[config.mk]
export PLATFORM = sky130hd
export DESIGN_NAME = pc_sequencer
export DESIGN_NICKNAME = d
export VERILOG_FILES = /design/src/rtl/pc_sequencer.sv
export SDC_FILE = /design/constraint.sdc
export NUM_CORES = 1
export LEC_CHECK = 0
export BUFFER_PORTS_ARGS = -buffer_cell sky130_fd_sc_hd__buf_2
export CAP_MARGIN = 20
export CORE_ASPECT_RATIO = 1.75
export CORE_MARGIN = 2
export CORE_UTILIZATION = 58
export CTS_CLUSTER_DIAMETER = 30
export CTS_CLUSTER_SIZE = 24
export DETAILED_ROUTE_END_ITERATION = 10
export PLACE_DENSITY_LB_ADDON = 0.12
export SYNTH_ARGS = -nofsm -noshare
export SYNTH_HDL_FRONTEND = slang
export SYNTH_SLANG_ARGS = --single-unit
[constraint.sdc]
create_clock -name clk -period 4.4 [get_ports clk]
set_input_delay 0.88 -clock clk [delete_from_list [all_inputs] [get_ports clk]]
set_output_delay 0.88 -clock clk [all_outputs]
set_load 0.02 [all_outputs]
[src/rtl/pc_sequencer.sv]
// Program-counter sequencer: PC register, next-address selection (PC+4 or scaled branch offset),
// stall handling with a latched redirect decision, and a saturating taken-redirect counter.
module pc_sequencer #(
   parameter logic [31:0] RESET_PC = 32'h0000_0000,
   parameter int          CNT_W    = 16
) (
   input  logic             clk,
   input  logic             reset,
   input  logic             busywait,
   input  logic             jump,
   input  logic             branch,
   input  logic             branch_ne,
   input  logic             zero,
   input  logic [7:0]       offset,
   output logic [31:0]      pc,
   output logic [31:0]      pc_plus4,
   output logic             redirect,
   output logic             stalled,
   output logic [CNT_W-1:0] taken_cnt
);

   typedef enum logic [0:0] {RUN = 1'b0, HOLD = 1'b1} state_t;

   state_t           state_r, state_nxt_s;
   logic [31:0]      pc_r, pc_nxt_s, pc_plus4_s, target_s;
   logic [31:0]      pend_tgt_r, pend_tgt_nxt_s;
   logic             pend_take_r, pend_take_nxt_s;
   logic             stalled_r, stalled_nxt_s;
   logic             take_s, redirect_s, cnt_inc_s;
   logic [CNT_W-1:0] cnt_r, cnt_nxt_s;

   function automatic logic [31:0] branch_target(input logic [31:0] base, input logic [7:0] off);
      return base + {{22{off[7]}}, off, 2'b00};
   endfunction

   assign pc_plus4_s = pc_r + 32'd4;
   assign target_s   = branch_target(pc_plus4_s, offset);
   assign take_s     = jump | (branch & zero) | (branch_ne & ~zero);

   // Next-state, next-PC and redirect selection; control inputs only matter in RUN.
   always_comb begin
      state_nxt_s     = state_r;
      pc_nxt_s        = pc_r;
      pend_take_nxt_s = pend_take_r;
      pend_tgt_nxt_s  = pend_tgt_r;
      stalled_nxt_s   = stalled_r;
      cnt_inc_s       = 1'b0;
      redirect_s      = take_s;
      case (state_r)
         RUN: begin
            if (busywait) begin
               pend_take_nxt_s = take_s;
               pend_tgt_nxt_s  = target_s;
               state_nxt_s     = HOLD;
               stalled_nxt_s   = 1'b1;
            end else begin
               pc_nxt_s  = take_s ? target_s : pc_plus4_s;
               cnt_inc_s = take_s;
            end
         end
         HOLD: begin
            redirect_s = pend_take_r;
            if (busywait) begin
               state_nxt_s = HOLD;
            end else begin
               pc_nxt_s      = pend_take_r ? pend_tgt_r : pc_plus4_s;
               cnt_inc_s     = pend_take_r;
               state_nxt_s   = RUN;
               stalled_nxt_s = 1'b0;
            end
         end
         default: begin
            state_nxt_s     = RUN;
            stalled_nxt_s   = 1'b0;
            pend_take_nxt_s = 1'b0;
         end
      endcase
   end

   // Saturating increment of the taken-redirect counter.
   always_comb begin
      cnt_nxt_s = cnt_r;
      if (cnt_inc_s && (cnt_r != {CNT_W{1'b1}})) begin
         cnt_nxt_s = cnt_r + {{(CNT_W-1){1'b0}}, 1'b1};
      end else begin
         cnt_nxt_s = cnt_r;
      end
   end

   // State, PC, pending-redirect and counter registers.
   always_ff @(posedge clk or posedge reset) begin
      if (reset) begin
         state_r     <= RUN;
         pc_r        <= RESET_PC;
         pend_take_r <= 1'b0;
         pend_tgt_r  <= 32'h0000_0000;
         stalled_r   <= 1'b0;
         cnt_r       <= {CNT_W{1'b0}};
      end else begin
         state_r     <= state_nxt_s;
         pc_r        <= pc_nxt_s;
         pend_take_r <= pend_take_nxt_s;
         pend_tgt_r  <= pend_tgt_nxt_s;
         stalled_r   <= stalled_nxt_s;
         cnt_r       <= cnt_nxt_s;
      end
   end

   assign pc        = pc_r;
   assign pc_plus4  = pc_plus4_s;
   assign redirect  = redirect_s;
   assign stalled   = stalled_r;
   assign taken_cnt = cnt_r;

endmodule

# Word-level counts from Yosys, hierarchy flattened
# Index checks and enable logic that the tools add are counted.
dict set report totals {
  ff_bits 83
  in_bits 15
  output_inout_bits 82
  elab_cells 36
}
dict set report op_classes {
  n_addsub 3
  eq_ne 4
  mux 13
  bitwise_logic 6
  n_reduce_logical 4
}
# op n
set op_table {}
lappend op_table {{$mux W32} 4}
lappend op_table {{$pmux W32 S2} 1}
lappend op_table {{$add A32 B3 Y32 const B} 1}
lappend op_table {{$add A32 B32 Y32} 1}
lappend op_table {{$add A16 B1 Y16 const B} 1}
lappend op_table {{$ne A16 B16 Y1 const B} 1}
lappend op_table {{$mux W1} 6}
lappend op_table {{$ne A2 B2 Y1 const B} 3}
lappend op_table {{$reduce_and A2 Y1} 3}
lappend op_table {{$pmux W1 S2} 2}
lappend op_table {{$and A1 B1 Y1} 2}
lappend op_table {{$not A1 Y1} 2}
lappend op_table {{$or A1 B1 Y1} 2}
lappend op_table {{$logic_and A1 B1 Y1} 1}

# Longest topological paths before layout
# Gate-level depths: netlist of run 1.
dict set report depth {
  word_depth 6
  ltp_mapped 15
  depth_no_buf 15
}

# Least setup slack after synthesis of run 1
# OpenSTA, ideal clock, no wires.
dict set report synth_path {
  path_type {reg-to-reg}
  startpoint {reg pc_r[2], in the netlist pc[2]}
  endpoint {reg pc_r[31], in the netlist pc[31]}
  setup_time_ps 142
  t_arrival_ps 3855
  required_time_ps 4258
  slack_ps 403
  path_stages_with_launch 16
  path_buffers 0
  synth_period_minus_slack_ps 3997
  cell_sequence {dfrtp_1 ha_1 nand2_1 nor4_1 and2_1 nand4_1 xnor2_1 ha_1 nand2_1 o21ai_0 nor4b_1 nor3_1 a211oi_1 a21oi_1 xnor2_1 o221ai_1}
}
dict set report synth_via {
  elab_chain_cells 5
  elab_cells_between_ends 7
  cone_classes {add/sub: 2; mux: 5}
}
# element line_no
set synth_rtl {}
lappend synth_rtl {{start, declared} 25} ;# logic [31:0] pc_r, pc_nxt_s, pc_plus4_s, target_s;
lappend synth_rtl {{start signal, assigned} 101} ;# pc_r <= pc_nxt_s;
lappend synth_rtl {{$add A32 B3 Y32} 36} ;# assign pc_plus4_s = pc_r + 32'd4;
lappend synth_rtl {{named net pc_plus4[26]} 16} ;# output logic [31:0] pc_plus4,
lappend synth_rtl {{$add A32 B32 Y32} 33} ;# return base + {{22{off[7]}}, off, 2'b00};
lappend synth_rtl {{$mux W32} 57} ;# pc_nxt_s = take_s ? target_s : pc_plus4_s;
lappend synth_rtl {{$mux W32} 51} ;# if (busywait) begin
lappend synth_rtl {{$pmux W32 S2} 49} ;# case (state_r)
# The timed path passes the listed nets, and every way through them passes these cells. The select of a mux whose other input is x is not followed.
# A chain may end at the register's enable or synchronous reset.

# Worst setup path after layout of run 1
dict set report layout_path {
  startpoint {reg pc_r[8], in the netlist pc[8]}
  endpoint {reg pend_tgt_r[29]}
}
dict set report layout_via {
  elab_chain_cells 2
}
# element line_no
set layout_rtl {}
lappend layout_rtl {{$add A32 B3 Y32} 36}
lappend layout_rtl {{$add A32 B32 Y32} 33}
lappend layout_rtl {{end signal, assigned} 103} ;# pend_tgt_r <= pend_tgt_nxt_s;
lappend layout_rtl {{end, declared} 26} ;# logic [31:0] pend_tgt_r, pend_tgt_nxt_s;
# Every way passes these cells.

==> out/qor.txt, run 1 <==
Postcts setup bufs = 0
Measured slew at the worst slew-check pin = 0.6526 ns
Number of global-route vias before repair = 5793
Io pins = 97
Leading area contributor after synthesis = dfrtp_1
Clock slew at reported path FFs = 0.06 ns
Worst EP arrival = 4.32 ns
Required @ worst endpoint = 4.63 ns
Hold-fix buffers, CTS = 0
Layout Nets = 823
Mapped Nets = 726
Total die area = 11230 µm²
DP Cell Count = 883
Largest net degree at the start of global routing = 49
Synth Instances = 670
Row count = 49
Layout cells sized above 1 = 22.57%
#FFs+latches synth = 83
Post-Syn Area = 6015 µm²
CTS tree = yes
H-tree depth = 3
Routed WL = 17740 µm
Die Y = 138.7 µm
CTS Sinks = 83
GR Overflow Total = 0
TNS Setup = 0 ns
Initial Util = 59.10%
Final Max Slew Viols = 0
Critical path class = reg2reg
RSZ-0062 raised after global routing = no
Fill count = 858
Syn Area/Cell = 8.977 µm²
Die span in x = 80.98 µm
Fmax = 0.2442 GHz
Period utilization = 93.09%
Seq/Total Area, Yosys = 34.53%
Pwr dens = 803.4 nW/µm²
Router iterations before antenna repair = 6
Fin crit period = 4.096 ns
Place WS = 0.3726 ns
Worst Slack Setup Final = 0.3042 ns
Placeable Area = 10180 µm²
Vias = 5663
Async SR Flop Fraction = 100.0%
Finished Layout Cells = 898
Initial antenna violation count = 0
Root cell of the clock tree = clkbuf_16
Finished Cell Area = 7002 µm²
Crit path launch type = flop
Crit. End Element = flop
Status = finished, final reports clean
Pleak = 3.202 nW
Max-slew headroom = 56.44%
Warnings, synthesis = 0
Cts bufs inserted = 9
Hold Path Class = reg2reg
First-iteration detailed-routing DRC count = 360
Synth Flop Type = dfrtp_1
ANT cells = 0
I/O Buffers = 96
Worst Path Max Fanout = 7
First-pass GRT wire length = 28150 µm
Number of synthesized flops with an enable pin = 0
Synth unique cells = 59
Largest cells by area after synthesis = dfrtp_1 35%, ha_1 8.3%, xnor2_1 7.4%, mux2_2 5.1%, nand2_1 4.9%
Clock insertion delay at the later pin of the skew report = 0.34 ns
Final Hold Fails = 0
VDD IR-drop max = 0.5200 mV
Max Cap Viol = 0
Gpl congestion = 0.9538
Layout area overhead = 16.41%
Cell Area, Placed = 6671 µm²
Avg WL per Cell = 19.76 µm
PostCTS Resize Cnt = 0
Final setup viols = 0
Vias/cell = 6.306
Share of the synthesized area in the top cell type = 34.53%
Clk_skew = 0.009528 ns
HPWL Detailed = 12960 µm
Residual DRC = 0
Clock Path Buffers = 2
Antenna-violating nets left = 0
GRT Total Usage = 32.51%
[power breakdown]
group,switching (mW),leakage (nW),internal (mW)
Clock,0.315,0.154,0.508
Combinational,2.05,2.04,1.32
Sequential,0.359,1.01,1.07
Total,2.72,3.20,2.90
[worst max-delay path: stages (launching register included)]
cell and delay (ns):
dfrtp_1 0.47, nand3_1 0.23, nor4_4 0.40, buf_4 0.23
nand3_1 0.10, xnor2_1 0.38, ha_1 0.30, nand2_1 0.18
a2111o_1 0.41, a31oi_1 0.23, o22ai_1 0.20, o41ai_4 0.49
xnor2_1 0.11, mux2_2 0.26
[placed cells by master (no fill, tap or decap), types with 24 or more instances in the layout]
cell and instances:
nand2_1 79, a21oi_1 53, xnor2_1 50, buf_2 96, dfrtp_1 83, mux2_2 27, ha_1 40, nand3_1 24
o21ai_0 31, nor2_1 55
[sequential cells by signal, indices dropped and copies added, names as in the netlist]
signal       flops
pc              32
pend_tgt_r      32
taken_cnt       16
pend_take_r      1
stalled          1
state_r          1
[path summary, 6_finish.rpt]
path	start	slack, ns	to	depth (start not counted)
worst min-delay path	stalled	0.48	stalled	2
min in group asynchronous	reset	0.61	taken_cnt[8]	2
worst max register to register	pc[8]	0.30	pend_tgt_r[29]	13
worst min register to register	stalled	0.48	stalled	2
max in group asynchronous	reset	2.73	pc[29]	3
worst max-delay path	pc[8]	0.30	pend_tgt_r[29]	13
[synthesized netlist by cell type (15+ instances only)]
| cell | number |
|---|---|
| dfrtp_1 | 83 |
| nand2_1 | 79 |
| nor2_1 | 57 |
| a21oi_1 | 53 |
| xnor2_1 | 51 |
| ha_1 | 40 |
| o21ai_0 | 31 |
| mux2_2 | 27 |
| nand3_1 | 24 |
| clkbuf_1 | 22 |
| inv_1 | 16 |
| xor2_1 | 16 |
| a22oi_1 | 15 |
[area by class of cell]
class	count	area (µm²)	area share, %
inverters	17	65.06	0.9292
clock buffers	10	239.0	3.413
repair buffers	113	608.1	8.685
flip-flops and latches	83	2077	29.66
clock inverters	5	77.57	1.108
well taps	127	158.9	2.269
multi-input cells	543	3776	53.93
[stage by stage]
| step | total power [mW] | hold slack (ns) | util [%] |
|---|---|---|---|
| 2_1_floorplan | 3.784 | 0.4530 | - |
| 6_report | 5.625 | 0.4830 | 68.80 |
| 3_5_place_dp | 4.744 | 0.4713 | 65.55 |
| 3_3_place_gp | 4.663 | 0.4630 | 65.55 |
| 5_1_grt | 5.984 | 0.5181 | 68.80 |
| 4_1_cts | 5.597 | 0.4854 | 68.66 |
[kinds of logic (layout without fill, tap and decap cells)]
group           count (synthesis)  count (layout)  share of synthesized area [%]
simple gates                  224             224                          17.91
buf+inv                        44             145                          2.996
fa+ha+maj                      41              41                          8.654
compound gates                179             179                          19.68
xor+xnor                       69              69                          10.67
mux                            30              30                          5.554
flops                          83              83                          34.53
[layer usage]
layer	routed length [µm]	share of wire [%]	track usage, %	vias to the layer above
met2	9494	54	57.42	228
met3	852	4.8	4.883	63
met5	0	0	0	-
met4	1009	5.7	22.12	0
met1	6384	36	34.07	2746
li1	-	-	-	2626
Power figures use the tool's default switching activity.
==> inputs of run 2 (changes only) <==
- CORE_UTILIZATION: 58 -> 25
==> run 2 against run 1 <==
  * Die area is 130% higher
  * Power is 3.1% higher
  * Via count is 1.9% lower
  * Clock skew is 0.0034 ns higher
  * Clock power is 0.6% higher
  * First-iteration DRC count is 36% lower
  * Critical path type unchanged
  * Largest cell class unchanged
==> out/qor.txt, run 2 (same netlist as run 1, synthesis figures left out) <==
Status = finished, final reports clean
Final setup viols = 0 (unchanged)
Router iterations before antenna repair = 4 (-2)
Final Hold Fails = 0 (unchanged)
Row count = 75 (+53%)
GR Overflow Total = 0 (unchanged)
ANT cells = 0 (unchanged)
VDD IR-drop max = 0.2568 mV (-51%)
Initial antenna violation count = 0 (unchanged)
Max Cap Viol = 0 (unchanged)
RSZ-0062 raised after global routing = no
Crit. End Element = flop
TNS Setup = 0 ns (unchanged)
Most frequent cells in the layout = 96 x buf_2, 83 x dfrtp_1, 79 x nand2_1
Hold-fix buffers, CTS = 0 (unchanged)
Min Hold Slack = 0.3868 ns (-0.09611 ns)
Fin crit period = 4.129 ns (+0.03294 ns)
Gpl congestion = 0.8397 (-12%)
Die Y = 209.2 µm (+51%)
Clock insertion delay at the later pin of the skew report = 0.38 ns (+0.04 ns)
Total die area = 25360 µm² (+130%)
CTS tree = yes
Initial Util = 25.23% (-34 points)
Number of global-route vias before repair = 5717 (-1.3%)
Required @ worst endpoint = 4.66 ns (+0.03 ns)
Clock slew at reported path FFs = 0.07 ns (about the same)
Layout cells sized above 1 = 23.66% (+1.1 points)
Pleak = 3.250 nW (+1.5%)
Vias/cell = 5.095 (-19%)
Cts bufs inserted = 9 (unchanged)
Layout area overhead = 21.53%
Root cell of the clock tree = clkbuf_16
Reg-to-reg slack, setup = 0.27 ns (-0.03 ns)
Fmax = 0.2422 GHz (-0.80%)
I/O Buffers = 96 (unchanged)
Die span in x = 121.3 µm (+50%)
CTS Sinks = 83 (unchanged)
HPWL Detailed = 16380 µm (+26%)
Antenna-violating nets left = 0 (unchanged)
Commonest non-fill, non-tap cell in the layout = buf_2
Clock Path Buffers = 2 (unchanged)
Worst Path Max Fanout = 8 (+1)
GRT Total Usage = 17.46% (-15 points)
Measured slew at the worst slew-check pin = 0.7365 ns (+0.08389 ns)
Final Max Slew Viols = 0 (unchanged)
Worst EP arrival = 4.39 ns (+0.07 ns)
Postcts setup bufs = 0 (unchanged)
H-tree depth = 3 (unchanged)
Placeable Area = 23840 µm² (+130%)
First-iteration detailed-routing DRC count = 231 (-36%)
Period utilization = 93.83% (+0.75 points)
PostCTS Resize Cnt = 0 (unchanged)
Critical path class = reg2reg
Hold Path Class = in2async
Largest net degree at the start of global routing = 55 (+12%)
Residual DRC = 0 (unchanged)
Vias = 5554 (-1.9%)
Crit path launch type = flop
Avg WL per Cell = 19.71 µm (-0.25%)
Max-slew headroom = 50.85% (-5.6 points)
Routed WL = 21480 µm (+21%)
Io pins = 97 (unchanged)
Layout Nets = 833 (+1.2%)
Pwr dens = 793.4 nW/µm² (-1.2%)
Clk_skew = 0.01289 ns (+0.003359 ns)
First-pass GRT wire length = 33310 µm (+18%)
==> run 2: cell count changes in the layout (fill, tap and decap cells not counted), sizes merged <==
cell	previous run	this run
inv	15	19
buf	113	123
clkinv	4	3
clkbuf	10	9
bufinv	2	1
==> run 2: cell type report <==
| type | instances | area, µm² |
|---|---|---|
| Clock buffer | 9 | 225.2 |
| Sequential cell | 83 | 2077 |
| Timing Repair Buffer | 123 | 703.2 |
| Tap cell | 308 | 385.4 |
| Fill cell | 2580 | 16530 |
| Multi-Input combinational cell | 543 | 3771 |
| Inverter | 17 | 65.06 |
| Clock inverter | 7 | 82.58 |
==> run 2: where the power goes <==
group	internal [mW]	total, mW	leakage (nW)	switching, mW
registers	1.07	1.43	1.01	0.361
clock network	0.451	0.828	0.150	0.377
logic	1.38	3.54	2.09	2.16
total	2.90	5.80	3.25	2.90
==> run 2: metrics by stage <==
stage | utilization (%) | setup slack [ns] | cells | power [mW] | instance area (µm²)
2_1_floorplan | - | 0.4033 | 670 | 3.784 | 6015
3_3_place_gp | 29.23 | 0.3409 | 1073 | 4.971 | 6968
3_5_place_dp | 29.23 | 0.3291 | 1073 | 5.001 | 6968
4_1_cts | 30.52 | 0.2955 | 1089 | 5.868 | 7276
5_1_grt | 30.67 | 0.03619 | 1090 | 6.249 | 7310
6_report | 30.67 | 0.2713 | 1090 | 5.800 | 7310
==> run 2: final timing paths <==
path / start / end / cells past startpoint
min: reset / stalled / 2
max in group asynchronous: reset / pend_tgt_r[5] / 4
min reg2reg: stalled / stalled / 2
max reg2reg: pc[4] / pend_tgt_r[30] / 14
max: pc[4] / pend_tgt_r[30] / 14
min in group clk: stalled / stalled / 2
==> run 2: worst max-delay path, cell delays in order, from the launching register on <==
cell	delay (ns)
dfrtp_1	0.54
nand3_4	0.18
nor4_4	0.27
buf_4	0.21
nand2_1	0.10
xnor2_1	0.41
ha_1	0.41
a21o_1	0.21
a21o_1	0.17
a21oi_1	0.24
a21oi_1	0.12
a21oi_1	0.30
o22ai_1	0.17
or3b_1	0.41
mux2_2	0.28
==> run 2: metal layers <==
| layer | vias up | track usage (%) | routed length [µm] |
|---|---|---|---|
| met5 | - | 0 | 0 |
| li1 | 2651 | - | - |
| met3 | 33 | 3.575 | 816 |
| met1 | 2746 | 18.41 | 8093 |
| met4 | 0 | 8.363 | 823 |
| met2 | 124 | 32.35 | 11750 |
